[config.mk]
export PLATFORM = sky130hd
export DESIGN_NAME = psram_arbiter_flat
export DESIGN_NICKNAME = d
export VERILOG_FILES = /design/src/rtl/psram_arbiter_if.sv /design/src/rtl/psram_arbiter.sv /design/src/flat_wrapper.sv
export SDC_FILE = /design/constraint.sdc
export NUM_CORES = 1
export LEC_CHECK = 0
export ABC_CLOCK_PERIOD_IN_PS = 2400
export BUFFER_PORTS_ARGS = -buffer_cell sky130_fd_sc_hd__buf_2
export CAP_MARGIN = 20
export CELL_PAD_IN_SITES_DETAIL_PLACEMENT = 1
export CELL_PAD_IN_SITES_GLOBAL_PLACEMENT = 1
export CORE_MARGIN = 3
export CORE_UTILIZATION = 35
export DETAILED_ROUTE_END_ITERATION = 8
export PLACE_DENSITY = 0.89
export SETUP_SLACK_MARGIN = 0.02
export SYNTH_ARGS = -nofsm -noshare
export SYNTH_HDL_FRONTEND = slang
export SYNTH_SLANG_ARGS = --single-unit
[constraint.sdc]
create_clock -name clk -period 2.4 [get_ports clk]
set_input_delay 0.36 -clock clk [delete_from_list [all_inputs] [get_ports clk]]
set_output_delay 0.36 -clock clk [all_outputs]
set_load 0.02 [all_outputs]
[src/rtl/psram_arbiter_if.sv]
// -----------------------------------------------------------------------------
// psram_arbiter_if
// Bundles the two client ports and the PSRAM controller command port of the
// PSRAM arbiter.
//   c0_*  : client 0 (PPU pattern fetch, high priority)
//   c1_*  : client 1 (CPU / SD loader)
//   mem_* : command/data port towards the PSRAM controller
// Modports:
//   slave  : arbiter side (serves the clients, drives the controller)
//   master : client/controller side (testbench or surrounding fabric)
// -----------------------------------------------------------------------------
interface psram_arbiter_if;
  // client 0
  logic        c0_req;
  logic        c0_we;
  logic [19:0] c0_adrs;
  logic [15:0] c0_wdata;
  logic        c0_ack;
  logic [15:0] c0_rdata;
  // client 1
  logic        c1_req;
  logic        c1_we;
  logic [19:0] c1_adrs;
  logic [15:0] c1_wdata;
  logic        c1_ack;
  logic [15:0] c1_rdata;
  // controller
  logic        mem_read;
  logic        mem_write;
  logic [19:0] mem_adrs;
  logic [15:0] mem_din;
  logic [15:0] mem_dout;
  logic        mem_busy;

  modport slave (
    input  c0_req, c0_we, c0_adrs, c0_wdata,
    output c0_ack, c0_rdata,
    input  c1_req, c1_we, c1_adrs, c1_wdata,
    output c1_ack, c1_rdata,
    output mem_read, mem_write, mem_adrs, mem_din,
    input  mem_dout, mem_busy
  );

  modport master (
    output c0_req, c0_we, c0_adrs, c0_wdata,
    input  c0_ack, c0_rdata,
    output c1_req, c1_we, c1_adrs, c1_wdata,
    input  c1_ack, c1_rdata,
    input  mem_read, mem_write, mem_adrs, mem_din,
    output mem_dout, mem_busy
  );
endinterface

[src/rtl/psram_arbiter.sv]
// -----------------------------------------------------------------------------
// psram_arbiter
// Two-client arbiter in front of a single-port PSRAM controller. One
// transaction is outstanding at a time. Client 0 has fixed priority, but a
// starvation counter hands the memory to client 1 after STARVE_LIMIT
// consecutive client-0 grants while client 1 is waiting.
//
// Ports:
//   clk    : single clock shared with the PSRAM controller (rising edge)
//   resetn : asynchronous active-low reset
//   bus    : psram_arbiter_if.slave -- client req/ack/data and controller port
//
// Transaction flow: IDLE -> CMD (one-cycle mem_read/mem_write) -> WAIT_HI
// (controller picks the command up, or 3-cycle timeout) -> WAIT_LO
// (controller finishes, read data captured) -> DONE (one-cycle ack) -> IDLE.
// -----------------------------------------------------------------------------
module psram_arbiter #(
  parameter int unsigned STARVE_LIMIT = 4  // 1..15
) (
  input  logic           clk,
  input  logic           resetn,
  psram_arbiter_if.slave bus
);

  localparam logic [2:0] S_IDLE    = 3'd0;
  localparam logic [2:0] S_CMD     = 3'd1;
  localparam logic [2:0] S_WAIT_HI = 3'd2;
  localparam logic [2:0] S_WAIT_LO = 3'd3;
  localparam logic [2:0] S_DONE    = 3'd4;

  localparam logic [3:0] LP_LIMIT  = 4'(STARVE_LIMIT);
  localparam logic [1:0] LP_HI_TMO = 2'd2;  // last r_wait value of 3 WAIT_HI cycles

  logic [2:0]  r_state;
  logic        r_armed;     // set one edge after reset release
  logic        r_sel;       // granted client: 0 = c0, 1 = c1
  logic        r_we;
  logic [3:0]  r_starve;
  logic [1:0]  r_wait;
  logic        r_mem_read;
  logic        r_mem_write;
  logic [19:0] r_mem_adrs;
  logic [15:0] r_mem_din;
  logic        r_c0_ack;
  logic        r_c1_ack;
  logic [15:0] r_c0_rdata;
  logic [15:0] r_c1_rdata;

  logic        w_any_req;
  logic        w_pick_c1;
  logic        w_grant;
  logic        w_grant_we;
  logic [3:0]  w_starve_inc;

  assign w_any_req  = bus.c0_req | bus.c1_req;
  // c1 wins when c0 is silent, or when c0 has been favoured long enough.
  assign w_pick_c1  = bus.c1_req & (~bus.c0_req | (r_starve >= LP_LIMIT));
  // r_armed delays the first arbitration so no command leaves on the first
  // edge after reset release.
  assign w_grant    = (r_state == S_IDLE) & r_armed & ~bus.mem_busy & w_any_req;
  assign w_grant_we = w_pick_c1 ? bus.c1_we : bus.c0_we;
  assign w_starve_inc = (r_starve == 4'hF) ? r_starve : r_starve + 4'd1;

  // NOTE: all state uses non-blocking assignments so every register samples
  // pre-edge values; blocking assignments here would create ordering races.
  always_ff @(posedge clk or negedge resetn) begin
    if (!resetn) begin
      // NOTE: the read-data holding registers are cleared too, because the
      // clients must observe all-zero outputs while reset is asserted.
      r_state     <= S_IDLE;
      r_armed     <= 1'b0;
      r_sel       <= 1'b0;
      r_we        <= 1'b0;
      r_starve    <= '0;
      r_wait      <= '0;
      r_mem_read  <= 1'b0;
      r_mem_write <= 1'b0;
      r_mem_adrs  <= '0;
      r_mem_din   <= '0;
      r_c0_ack    <= 1'b0;
      r_c1_ack    <= 1'b0;
      r_c0_rdata  <= '0;
      r_c1_rdata  <= '0;
    end else begin
      r_armed     <= 1'b1;
      // command and ack strobes are single-cycle by default
      r_mem_read  <= 1'b0;
      r_mem_write <= 1'b0;
      r_c0_ack    <= 1'b0;
      r_c1_ack    <= 1'b0;

      if (!bus.c1_req)
        r_starve <= '0;
      else if (w_grant)
        r_starve <= w_pick_c1 ? 4'd0 : w_starve_inc;

      case (r_state)
        S_IDLE: begin
          if (w_grant) begin
            r_sel       <= w_pick_c1;
            r_we        <= w_grant_we;
            r_mem_adrs  <= w_pick_c1 ? bus.c1_adrs  : bus.c0_adrs;
            r_mem_din   <= w_pick_c1 ? bus.c1_wdata : bus.c0_wdata;
            // strobe is registered so it is high exactly while in CMD
            r_mem_read  <= ~w_grant_we;
            r_mem_write <= w_grant_we;
            r_state     <= S_CMD;
          end
        end
        S_CMD: begin
          r_wait  <= '0;
          r_state <= S_WAIT_HI;
        end
        S_WAIT_HI: begin
          // a controller that finishes instantly never shows busy; give up
          // after three cycles and treat the access as complete
          if (bus.mem_busy || (r_wait == LP_HI_TMO))
            r_state <= S_WAIT_LO;
          else
            r_wait <= r_wait + 2'd1;
        end
        S_WAIT_LO: begin
          if (!bus.mem_busy) begin
            if (!r_we) begin
              if (r_sel) r_c1_rdata <= bus.mem_dout;
              else       r_c0_rdata <= bus.mem_dout;
            end
            r_c0_ack <= ~r_sel;
            r_c1_ack <= r_sel;
            r_state  <= S_DONE;
          end
        end
        S_DONE: begin
          // requests are re-sampled only after the client has seen ack
          r_state <= S_IDLE;
        end
        default: r_state <= S_IDLE;
      endcase
    end
  end

  assign bus.mem_read  = r_mem_read;
  assign bus.mem_write = r_mem_write;
  assign bus.mem_adrs  = r_mem_adrs;
  assign bus.mem_din   = r_mem_din;
  assign bus.c0_ack    = r_c0_ack;
  assign bus.c1_ack    = r_c1_ack;
  assign bus.c0_rdata  = r_c0_rdata;
  assign bus.c1_rdata  = r_c1_rdata;

endmodule

[src/flat_wrapper.sv]
// flat-port wrapper written by rule: the top's interface ports become plain ports
module psram_arbiter_flat 
#(
  parameter int unsigned STARVE_LIMIT = 4          
)
  (clk, resetn, bus_c0_req, bus_c0_we, bus_c0_adrs, bus_c0_wdata, bus_c0_ack, bus_c0_rdata, bus_c1_req, bus_c1_we, bus_c1_adrs, bus_c1_wdata, bus_c1_ack, bus_c1_rdata, bus_mem_read, bus_mem_write, bus_mem_adrs, bus_mem_din, bus_mem_dout, bus_mem_busy);
  psram_arbiter_if bus_i ();
  input  logic clk;
  input  logic resetn;
  input wire logic [$bits(bus_i.c0_req)-1:0] bus_c0_req;
  input wire logic [$bits(bus_i.c0_we)-1:0] bus_c0_we;
  input wire logic [$bits(bus_i.c0_adrs)-1:0] bus_c0_adrs;
  input wire logic [$bits(bus_i.c0_wdata)-1:0] bus_c0_wdata;
  output wire logic [$bits(bus_i.c0_ack)-1:0] bus_c0_ack;
  output wire logic [$bits(bus_i.c0_rdata)-1:0] bus_c0_rdata;
  input wire logic [$bits(bus_i.c1_req)-1:0] bus_c1_req;
  input wire logic [$bits(bus_i.c1_we)-1:0] bus_c1_we;
  input wire logic [$bits(bus_i.c1_adrs)-1:0] bus_c1_adrs;
  input wire logic [$bits(bus_i.c1_wdata)-1:0] bus_c1_wdata;
  output wire logic [$bits(bus_i.c1_ack)-1:0] bus_c1_ack;
  output wire logic [$bits(bus_i.c1_rdata)-1:0] bus_c1_rdata;
  output wire logic [$bits(bus_i.mem_read)-1:0] bus_mem_read;
  output wire logic [$bits(bus_i.mem_write)-1:0] bus_mem_write;
  output wire logic [$bits(bus_i.mem_adrs)-1:0] bus_mem_adrs;
  output wire logic [$bits(bus_i.mem_din)-1:0] bus_mem_din;
  input wire logic [$bits(bus_i.mem_dout)-1:0] bus_mem_dout;
  input wire logic [$bits(bus_i.mem_busy)-1:0] bus_mem_busy;
  assign bus_i.c0_req = bus_c0_req;
  assign bus_i.c0_we = bus_c0_we;
  assign bus_i.c0_adrs = bus_c0_adrs;
  assign bus_i.c0_wdata = bus_c0_wdata;
  assign bus_c0_ack = bus_i.c0_ack;
  assign bus_c0_rdata = bus_i.c0_rdata;
  assign bus_i.c1_req = bus_c1_req;
  assign bus_i.c1_we = bus_c1_we;
  assign bus_i.c1_adrs = bus_c1_adrs;
  assign bus_i.c1_wdata = bus_c1_wdata;
  assign bus_c1_ack = bus_i.c1_ack;
  assign bus_c1_rdata = bus_i.c1_rdata;
  assign bus_mem_read = bus_i.mem_read;
  assign bus_mem_write = bus_i.mem_write;
  assign bus_mem_adrs = bus_i.mem_adrs;
  assign bus_mem_din = bus_i.mem_din;
  assign bus_i.mem_dout = bus_mem_dout;
  assign bus_i.mem_busy = bus_mem_busy;
  psram_arbiter #(.STARVE_LIMIT(STARVE_LIMIT)) u_core (.clk(clk), .resetn(resetn), .bus(bus_i));
endmodule
==> impl_metrics.tcl, run 1 <==
set metrics [dict create \
    crit_buf_inv 1 \
    ctsResizeCount 0 \
    crit_path_max_fanout 16 \
    maxCapViolCount 0 \
    grt_max_degree 60 \
    dp_slack_ns 0.526 \
    synthToLayoutAreaGrowth_pct 30.8 \
    via_per_inst 5.29 \
    drive_gt1_frac 0.460 \
    critPathMaxStageDelay_ns 0.51 \
    fin_total_pwr_mw 5.69 \
    avgSynthCellArea_um2 10.8 \
    numCtsBuffers 9 \
    multiInputGateArea_um2 1470 \
    die_area_um2 11900 \
    synth_common_cells "84 x dfrtp_1, 41 x a21oi_1, 39 x o21ai_0" \
    p_leak_nw 2.35 \
    synth-main-ff-cell "dfrtp_1" \
    grt_remaining_overflow 0 \
    relSlewSlack 0.495 \
    fillers 1221 \
    synth_fp_nets 443 \
    synth.yosys.warnings 0 \
    dp_hpwl_mm 8.45 \
    timing.hold.ws_ns 0.0776 \
    synth_edf_count 0 \
    drtIter0Drc 157 \
    skew_ns 0.0157 \
    crit_chain "nand4bb_1, inv_1, nand3b_2, mux2_2" \
    clk-insertion-delay-late_ns 0.35 \
    die_height_um 109 \
    rsz0062_at_grt "no" \
    cts.sinks 84 \
    synth_most_common_cell "dfrtp_1" \
    htreeDepth 3 \
    syn_inst 346 \
    drv_slew 0 \
    port_buffers 166 \
    clk_pin_slew_ns 0.09 \
    setup_tns_ns 0 \
    fmax_ghz 0.536 \
    fin_ws_ns 0.534 \
    syn-cell-area_um2 3720 \
    wl_per_cell_um 17.8 \
    synth_area_leaders "dfrtp_1 56%, mux2_2 9.7%, a31oi_1 6.4%" \
    drc 0 \
    drt_first_pass_iters 4 \
    grt.total_usage 0.190 \
    post-route-util 0.472 \
    cp_top_family "simple AND/OR/NAND/NOR gates" \
    cp-start-kind "register" \
    status "complete, no violations" \
    clockBufferDepth 2 \
    fin_nets 599 \
    hold_class "input port to async pin" \
    finalHoldViolCount 0 \
    num_vias 3401 \
    routabilityCongestion 0.754 \
    ys_async_sr_fraction 1.00 \
    ir_drop_mv 0.574 \
    cts_tree "yes" \
    drtAntennaViolNets 0 \
    cts_root_buf "clkbuf_8" \
    ys_ff_latch 84 \
    synthDominantCellAreaShare 0.565 \
    grt_pass1_vias 3482 \
    slowest_stage "dfrtp_1" \
    start_util 0.361 \
    end_kind "register" \
    cts_setup_buffers 0 \
    worst_pin_slew_ns 0.758 \
    totalWireLength_mm 11.5 \
    finalCritPeriodShare 0.778 \
    io_pins 167 \
    setup_viol 0 \
    p_per_area_nw_per_um2 1170 \
    antenna_found_initial 0 \
    rows 37 \
    yosys.area.top_type "dfrtp_1" \
    arrival_ns 2.09 \
    num_antenna_cells 0 \
    min_period_ns 1.87 \
    core_area_um2 10300 \
    worstSetupPathType "register to register" \
    ctsHoldBuffers 0 \
    grt_pass1_wl_mm 17.9 \
    yosysUniqueCellTypes 35 \
    die_w_um 109 \
    ys_seq_area_frac 0.565 \
    cp.required_ns 2.62 \
    seq_area_um2 2100 \
]
==> layout by cell type, fill, tap and decap left out, types with 3 or more instances in the layout <==
master,Yosys,layout
buf_2,9,165
dfrtp_1,84,84
a21oi_1,41,41
o21ai_0,39,39
a31oi_1,38,38
nand3_1,37,37
mux2_2,32,32
buf_4,1,13
clkbuf_8,0,10
nand2_1,5,5
inv_1,4,4
nor2_1,4,4
clkinvlp_4,0,4
o21ai_1,3,3
==> stage by stage <==
step / instance area [um2] / instances
CTS: 4870 / 643
detailed placement: 4680 / 627
finish: 4870 / 643
global route: 4870 / 643
global placement: 4680 / 627
floorplan: 3720 / 346
==> final cells by class <==
| cell class | instances | share of cell area |
|---|---|---|
| flip-flops and latches | 84 | 0.432 |
| multi-input cells | 225 | 0.303 |
| clock buffers | 10 | 0.0283 |
| clock inverters | 6 | 0.00976 |
| well taps | 136 | 0.0349 |
| repair buffers | 178 | 0.190 |
| inverters | 4 | 0.00308 |
==> worst paths after layout <==
path | start | to | slack [ns] | cells past startpoint
max | u_core.r_state[2] | u_core.bus.c1_rdata[6] | 0.53 | 4
min | resetn | u_core.bus.c1_rdata[0] | 0.08 | 1
max reg2reg | u_core.r_state[2] | u_core.bus.c1_rdata[6] | 0.53 | 4
min reg2reg | u_core.bus.c0_rdata[7] | u_core.bus.c0_rdata[7] | 0.51 | 1
max in group asynchronous | resetn | u_core.r_we | 1.58 | 2
min in group clk | bus_mem_dout[11] | u_core.bus.c0_rdata[11] | 0.26 | 2
==> kinds of logic (layout without fill, tap and decap cells) <==
logic type	count (synthesis)	after routing	share of synthesized area
buffers and inverters	37	198	0.0433
AND/OR/NAND/NOR	63	63	0.0974
AO/OA/AOI/OAI	125	125	0.185
flip-flops	84	84	0.565
other	1	1	0.00101
multiplexers	34	34	0.102
adder cells (fa/ha/maj)	2	2	0.00672
==> flip-flops by register name (all words and copies together) (netlist names), 2 cells and up <==
signal	flops
u_core.bus.c1_rdata	16
u_core.r_state	3
u_core.r_starve	4
u_core.r_wait	2
u_core.bus.mem_din	16
u_core.bus.c0_rdata	16
u_core.bus.mem_adrs	20
==> where the power goes <==
group	switching, mW	leakage, nW	internal, mW
clock network	0.524	0.0811	0.409
registers	0.400	1.03	2.00
logic	1.45	1.24	0.906
==> routing by layer <==
layer	track usage	vias up	share of wire
li1	-	1589	-
met1	0.238	1663	0.43
met2	0.332	133	0.49
met3	0.0337	16	0.067
met4	0.0613	0	0.016
met5	0	-	0
(Power assumes the default switching activity.)
==> run 2, diff against run 1 <==
- ABC_CLOCK_PERIOD_IN_PS: 2400 -> 1600
- CORE_UTILIZATION: 35 -> 31
- PLACE_DENSITY: 0.89 -> 0.84
- clock period: 2.4 -> 1.6 ns (I/O delays scaled with it)
==> run 2 against run 1 <==
- power is 65% higher
- final area is 7.7% higher
- via count is 3.4% higher
- non-clock buffer count is 19 higher
- first-iteration DRC count is 42% higher
- register-to-register slack worse by 0.51 ns
- global-route usage is 1.0 points lower
- sequential share of layout area is 3.1 points lower
- clock power is 110% higher
- flip-flop and latch count stayed put
- routed wire length is 8.1% higher
- largest cell class unchanged
- highest routed layer unchanged
==> impl_metrics.tcl, run 2 (synthesis results as in run 1) <==
set metrics [dict create \
    skew_ns 0.00918 \
    worstReg2RegEnd "u_core.r_starve[0]" \
    p_per_area_nw_per_um2 1790 \
    cp-start-kind "register" \
    antenna_found_initial 0 \
    totalWireLength_mm 12.4 \
    port_buffers 166 \
    grt_remaining_overflow 0 \
    num_antenna_cells 0 \
    maxCapViolCount 0 \
    grt_pass1_wl_mm 18.8 \
    top_layer "met4" \
    drtAntennaViolNets 0 \
    ir_drop_mv 0.585 \
    hold_class "input port to register" \
    drive_gt1_frac 0.485 \
    routabilityCongestion 0.773 \
    grt.total_usage 0.180 \
    grt_pass1_vias 3775 \
    fin_cells 669 \
    layout_common_cells "165 x buf_2, 83 x dfrtp_1, 41 x a21oi_1" \
    die_height_um 116 \
    rows 39 \
    synthToLayoutAreaGrowth_pct 40.9 \
    fillers 1346 \
    arrival_ns 1.85 \
    dp_slack_ns -0.0756 \
    timing.rr.start "u_core.r_state[1]" \
    core_area_um2 11600 \
    p_comb_frac 0.409 \
    p_sw_frac 0.400 \
    clk_pin_slew_ns 0.07 \
    p_int_mw 5.62 \
    wl_per_cell_um 18.5 \
    grt_max_degree 37 \
    multiInputGateArea_um2 1500 \
    dr_wl_met2_mm 6.14 \
    io_pins 167 \
    fmax_ghz 0.633 \
    post-route-util 0.454 \
    clockBufferDepth 2 \
    power_frac_seq 0.378 \
    drt_first_pass_iters 4 \
    clkPwrFrac 0.213 \
    status "complete, no violations" \
    p_leak_nw 2.53 \
    die_area_um2 13400 \
    placed_cells 645 \
    drtIter0Drc 223 \
    r2r_setup_slack_ns 0.02 \
    cts_tree "yes" \
    end_kind "register" \
    crit_end "u_core.r_starve[0]" \
    via_per_inst 5.26 \
    finalHoldViolCount 0 \
    cts_root_buf "clkbuf_16" \
    setup_viol 0 \
    clk-insertion-delay-late_ns 0.34 \
    largest_register_ffs 20 \
    power_switching_mw 3.75 \
    fin_ws_ns 0.0196 \
    ff2ff_path_depth 3 \
    htreeDepth 3 \
    num_vias 3517 \
    rsz0062_at_grt "yes" \
    wl_met3_um 898 \
    fin_nets 618 \
    start_util 0.322 \
    numCtsBuffers 9 \
    finalCritPeriodShare 0.988 \
    drt-met1-wl_mm 5.19 \
    drv_slew 0 \
    final_common_cell "buf_2" \
    dp_hpwl_mm 8.88 \
    cp.required_ns 1.86 \
    fin_total_pwr_mw 9.37 \
    worstSetupPathType "register to register" \
    crit_start "u_core.r_state[1]" \
    die_w_um 116 \
    seq_area_um2 2100 \
    cts.sinks 84 \
    min_period_ns 1.58 \
    crit_path_max_fanout 4 \
    drc 0 \
]
## run 2: changes by cell type in the layout (fill, tap and decap cells not counted), moves of 2 or more
| cell | before | now |
|---|---|---|
| clkbuf_8 | 10 | 0 |
| clkinvlp_4 | 4 | 2 |
| buf_6 | 0 | 5 |
| inv_6 | 1 | 3 |
| buf_12 | 0 | 6 |
| buf_4 | 13 | 20 |
| clkbuf_16 | 0 | 9 |
## run 2: worst max-delay path: stages (launching register included)
cell and delay (ns):
dfrtp_2 0.44, or4b_4 0.53, or4_1 0.41, a21oi_1 0.13
## run 2: cell type report
type / count / area share
Clock buffer: 9 / 0.0429
Clock inverter: 7 / 0.0112
Inverter: 4 / 0.00286
Multi-Input combinational cell: 225 / 0.286
Sequential cell: 84 / 0.401
Tap cell: 143 / 0.0341
Timing Repair Buffer: 197 / 0.222
## run 2: repair_timing
action                                 4_1_cts  5_1_grt
gates cloned                                 0        1
setup endpoints to repair                   36       71
setup buffers                                0        6
hold buffers                                 1        0
resized for setup                            5        8
endpoints found under the hold margin       32        0
pin swaps                                    3        2
## run 2: worst min path at each step
| stage | start | endpoint | slack [ns] | cells past startpoint |
|---|---|---|---|---|
| floorplan | resetn | u_core.bus.c0_ack | -0.06 | 0 |
| global placement | resetn | u_core.bus.c1_rdata[2] | 0.23 | 1 |
| detailed placement | resetn | u_core.bus.c0_rdata[2] | 0.24 | 1 |
| CTS | bus_mem_dout[8] | u_core.bus.c1_rdata[8] | 0.14 | 2 |
| global route | bus_mem_dout[8] | u_core.bus.c1_rdata[8] | 0.14 | 2 |
| finish | bus_mem_dout[15] | u_core.bus.c1_rdata[15] | 0.15 | 2 |
## run 2: layer usage
metal	vias up	track usage
li1	1628	-
met1	1734	0.215
met2	143	0.321
met3	12	0.0439
met4	0	0.0524
met5	-	0
## run 2: power by group through the flow
stage / logic [mW] / clock network (mW) / registers, mW
after detailed placement: 3.79 / 0 / 3.56
after global routing: 4.17 / 2.13 / 3.65
after CTS: 3.79 / 2.04 / 3.54
final: 3.83 / 2.00 / 3.54
after global placement: 3.63 / 0 / 3.51
after floorplan: 1.30 / 0 / 4.49
## run 2: per-stage QoR
stage | setup TNS (ns) | cell area [um2] | hold slack, ns
after floorplan | -0.0643 | 3750 | -0.0556
after global placement | -0.0307 | 4860 | 0.229
after detailed placement | -0.112 | 4860 | 0.239
after CTS | -0.0923 | 5160 | 0.141
after global routing | -0.00979 | 5250 | 0.142
final | 0 | 5250 | 0.151
==> run 3, diff against run 2 <==
- PLACE_DENSITY: 0.84 -> not set
- PLACE_DENSITY_LB_ADDON: not set -> 0.1
==> run 3 against run 2 <==
- final cell count increased by 0.15%
- flip-flop and latch count did not move
- clock skew grew 0.0017 ns
- combinational power is 5% higher
- worst setup slack worse by 0.0078 ns
- sequential share of layout area decreased by 1.6 points
- count of clock-buffer cells in the layout is 2 higher
- first-iteration DRC count shrank 18%
- via count fell by 2.2%
- routed wire length fell by 6.2%
- critical endpoint is now u_core.bus.mem_din[12]
==> impl_metrics.tcl, run 3 (synthesis results as in run 1) <==
set metrics [dict create \
    status "complete, no violations" \
    drc 0 \
    grt_max_degree 38 \
    timing.rr.start "u_core.r_state[1]" \
    cts.sinks 84 \
    skew_ns 0.0109 \
    numCtsBuffers 9 \
    die_w_um 116 \
    layout_common_cells "166 x buf_2, 84 x dfrtp_1, 39 x o21ai_0" \
    power_switching_mw 3.72 \
    finalHoldViolCount 0 \
    die_height_um 116 \
    cp.required_ns 1.85 \
    drt_first_pass_iters 4 \
    grt_pass1_wl_mm 18.0 \
    drv_slew 0 \
    worstSetupPathType "register to register" \
    antenna_found_initial 1 \
    drtIter0Drc 183 \
    end_kind "register" \
    rows 39 \
    port_buffers 166 \
    totalWireLength_mm 11.6 \
    crit_chain "buf_6, nor4b_4, buf_6, clkbuf_16, a21oi_2, a31oi_1" \
    p_comb_frac 0.414 \
    slowest_stage "dfrtp_1" \
    cts_root_buf "clkbuf_16" \
    die_area_um2 13400 \
    clk-insertion-delay-late_ns 0.34 \
    setup_tns_ns 0 \
    hold_class "input port to register" \
    finalCritPeriodShare 0.993 \
    fmax_ghz 0.630 \
    drive_gt1_frac 0.510 \
    num_vias 3441 \
    min_from "bus_mem_dout[14]" \
    arrival_ns 1.84 \
    setup_viol 0 \
    crit_path_frequent_cell "buf_6" \
    core_area_um2 11600 \
    r2r_setup_slack_ns 0.01 \
    crit_start "u_core.r_state[1]" \
    post-route-util 0.472 \
    via_per_inst 5.14 \
    critPathMaxStageDelay_ns 0.39 \
    clk_pin_slew_ns 0.06 \
    htreeDepth 3 \
    final_common_cell "buf_2" \
    num_antenna_cells 0 \
    routabilityCongestion 0.734 \
    ff2ff_path_depth 6 \
    clkPwrFrac 0.220 \
    clockBufferDepth 2 \
    largest_register_ffs 20 \
    worstReg2RegEnd "u_core.bus.mem_din[12]" \
    p_int_mw 6.00 \
    p_sw_frac 0.382 \
    crit_end "u_core.bus.mem_din[12]" \
    crit_path_max_fanout 7 \
    ir_drop_mv 0.627 \
    p_leak_nw 2.62 \
    grt_remaining_overflow 0 \
    wl_per_cell_um 17.3 \
    drtAntennaViolNets 0 \
    dp_hpwl_mm 8.18 \
    rsz0062_at_grt "yes" \
    cp-start-kind "register" \
    grt_pass1_vias 3549 \
    p_per_area_nw_per_um2 1780 \
    min_period_ns 1.59 \
    maxCapViolCount 0 \
    power_frac_seq 0.366 \
    fillers 1314 \
    synthToLayoutAreaGrowth_pct 46.5 \
    grt.total_usage 0.172 \
    cts_tree "yes" \
    io_pins 167 \
    start_util 0.322 \
    fin_nets 619 \
]
-- run 3: changes by cell type in the layout (fill, tap and decap cells not counted), moves of 3 or more --
cell,previous run,this run
buf_12,6,10
buf_8,0,3
buf_4,20,13
a21oi_1,41,29
inv_6,3,0
a21oi_2,0,11
-- run 3: metrics by stage --
step,power (mW),area [um2],hold WS (ns),setup WS (ns),cells
floorplan,5.79,3750,-0.0556,-0.0643,346
global placement,7.22,4900,0.206,0.0194,646
detailed placement,7.32,4900,0.210,-0.0216,646
CTS,9.55,5260,0.131,0.0102,664
global route,10.3,5460,0.137,-0.0596,670
finish,9.72,5460,0.147,0.0118,670
-- run 3: final cells by class --
class	instances	area, um2	share of cell area
inverters	4	15.0	0.00275
multi-input cells	225	1580	0.289
well taps	143	179	0.0328
clock inverters	5	60.1	0.0110
clock buffers	11	253	0.0463
repair buffers	198	1270	0.232
flip-flops and latches	84	2100	0.385
-- run 3: worst min path at each step --
stage	cells after the start	endpoint
floorplan	0	u_core.bus.c0_ack
global placement	1	u_core.bus.c1_rdata[4]
detailed placement	1	u_core.bus.c0_rdata[4]
CTS	2	u_core.bus.c1_rdata[14]
global route	2	u_core.bus.c0_rdata[9]
finish	2	u_core.bus.c1_rdata[14]
-- run 3: repair_timing --
action | 4_1_cts | 5_1_grt
hold endpoints to repair | 30 | 0
gates resized for setup | 3 | 28
pin swaps | 2 | 4
cloned | 0 | 3
endpoints found under the setup margin | 30 | 43
buffers inserted | 1 | 3
hold buffers | 1 | 0
-- run 3: per-layer routing --
layer  wire length [um]  share of wire  global-route usage
met5                 13         0.0011                   0
met4                119          0.010              0.0556
met3                756          0.065              0.0465
met2               5660           0.49               0.282
met1               5060           0.44               0.222
-- run 3: power by group through the flow --
stage	sequential, mW	clock [mW]	combinational [mW]
global placement	3.54	0	3.68
finish	3.56	2.14	4.02
floorplan	4.49	0	1.30
detailed placement	3.54	0	3.78
CTS	3.53	2.22	3.80
global route	3.68	2.30	4.37
-- run 3: worst max-delay path: cells and delay by family (launching register included) --
kind	cells	cell delay, ns
buffers and inverters	3	0.56
DFF	1	0.39
and+or+nand+nor	1	0.34
AOI/OAI and AO/OA	2	0.21
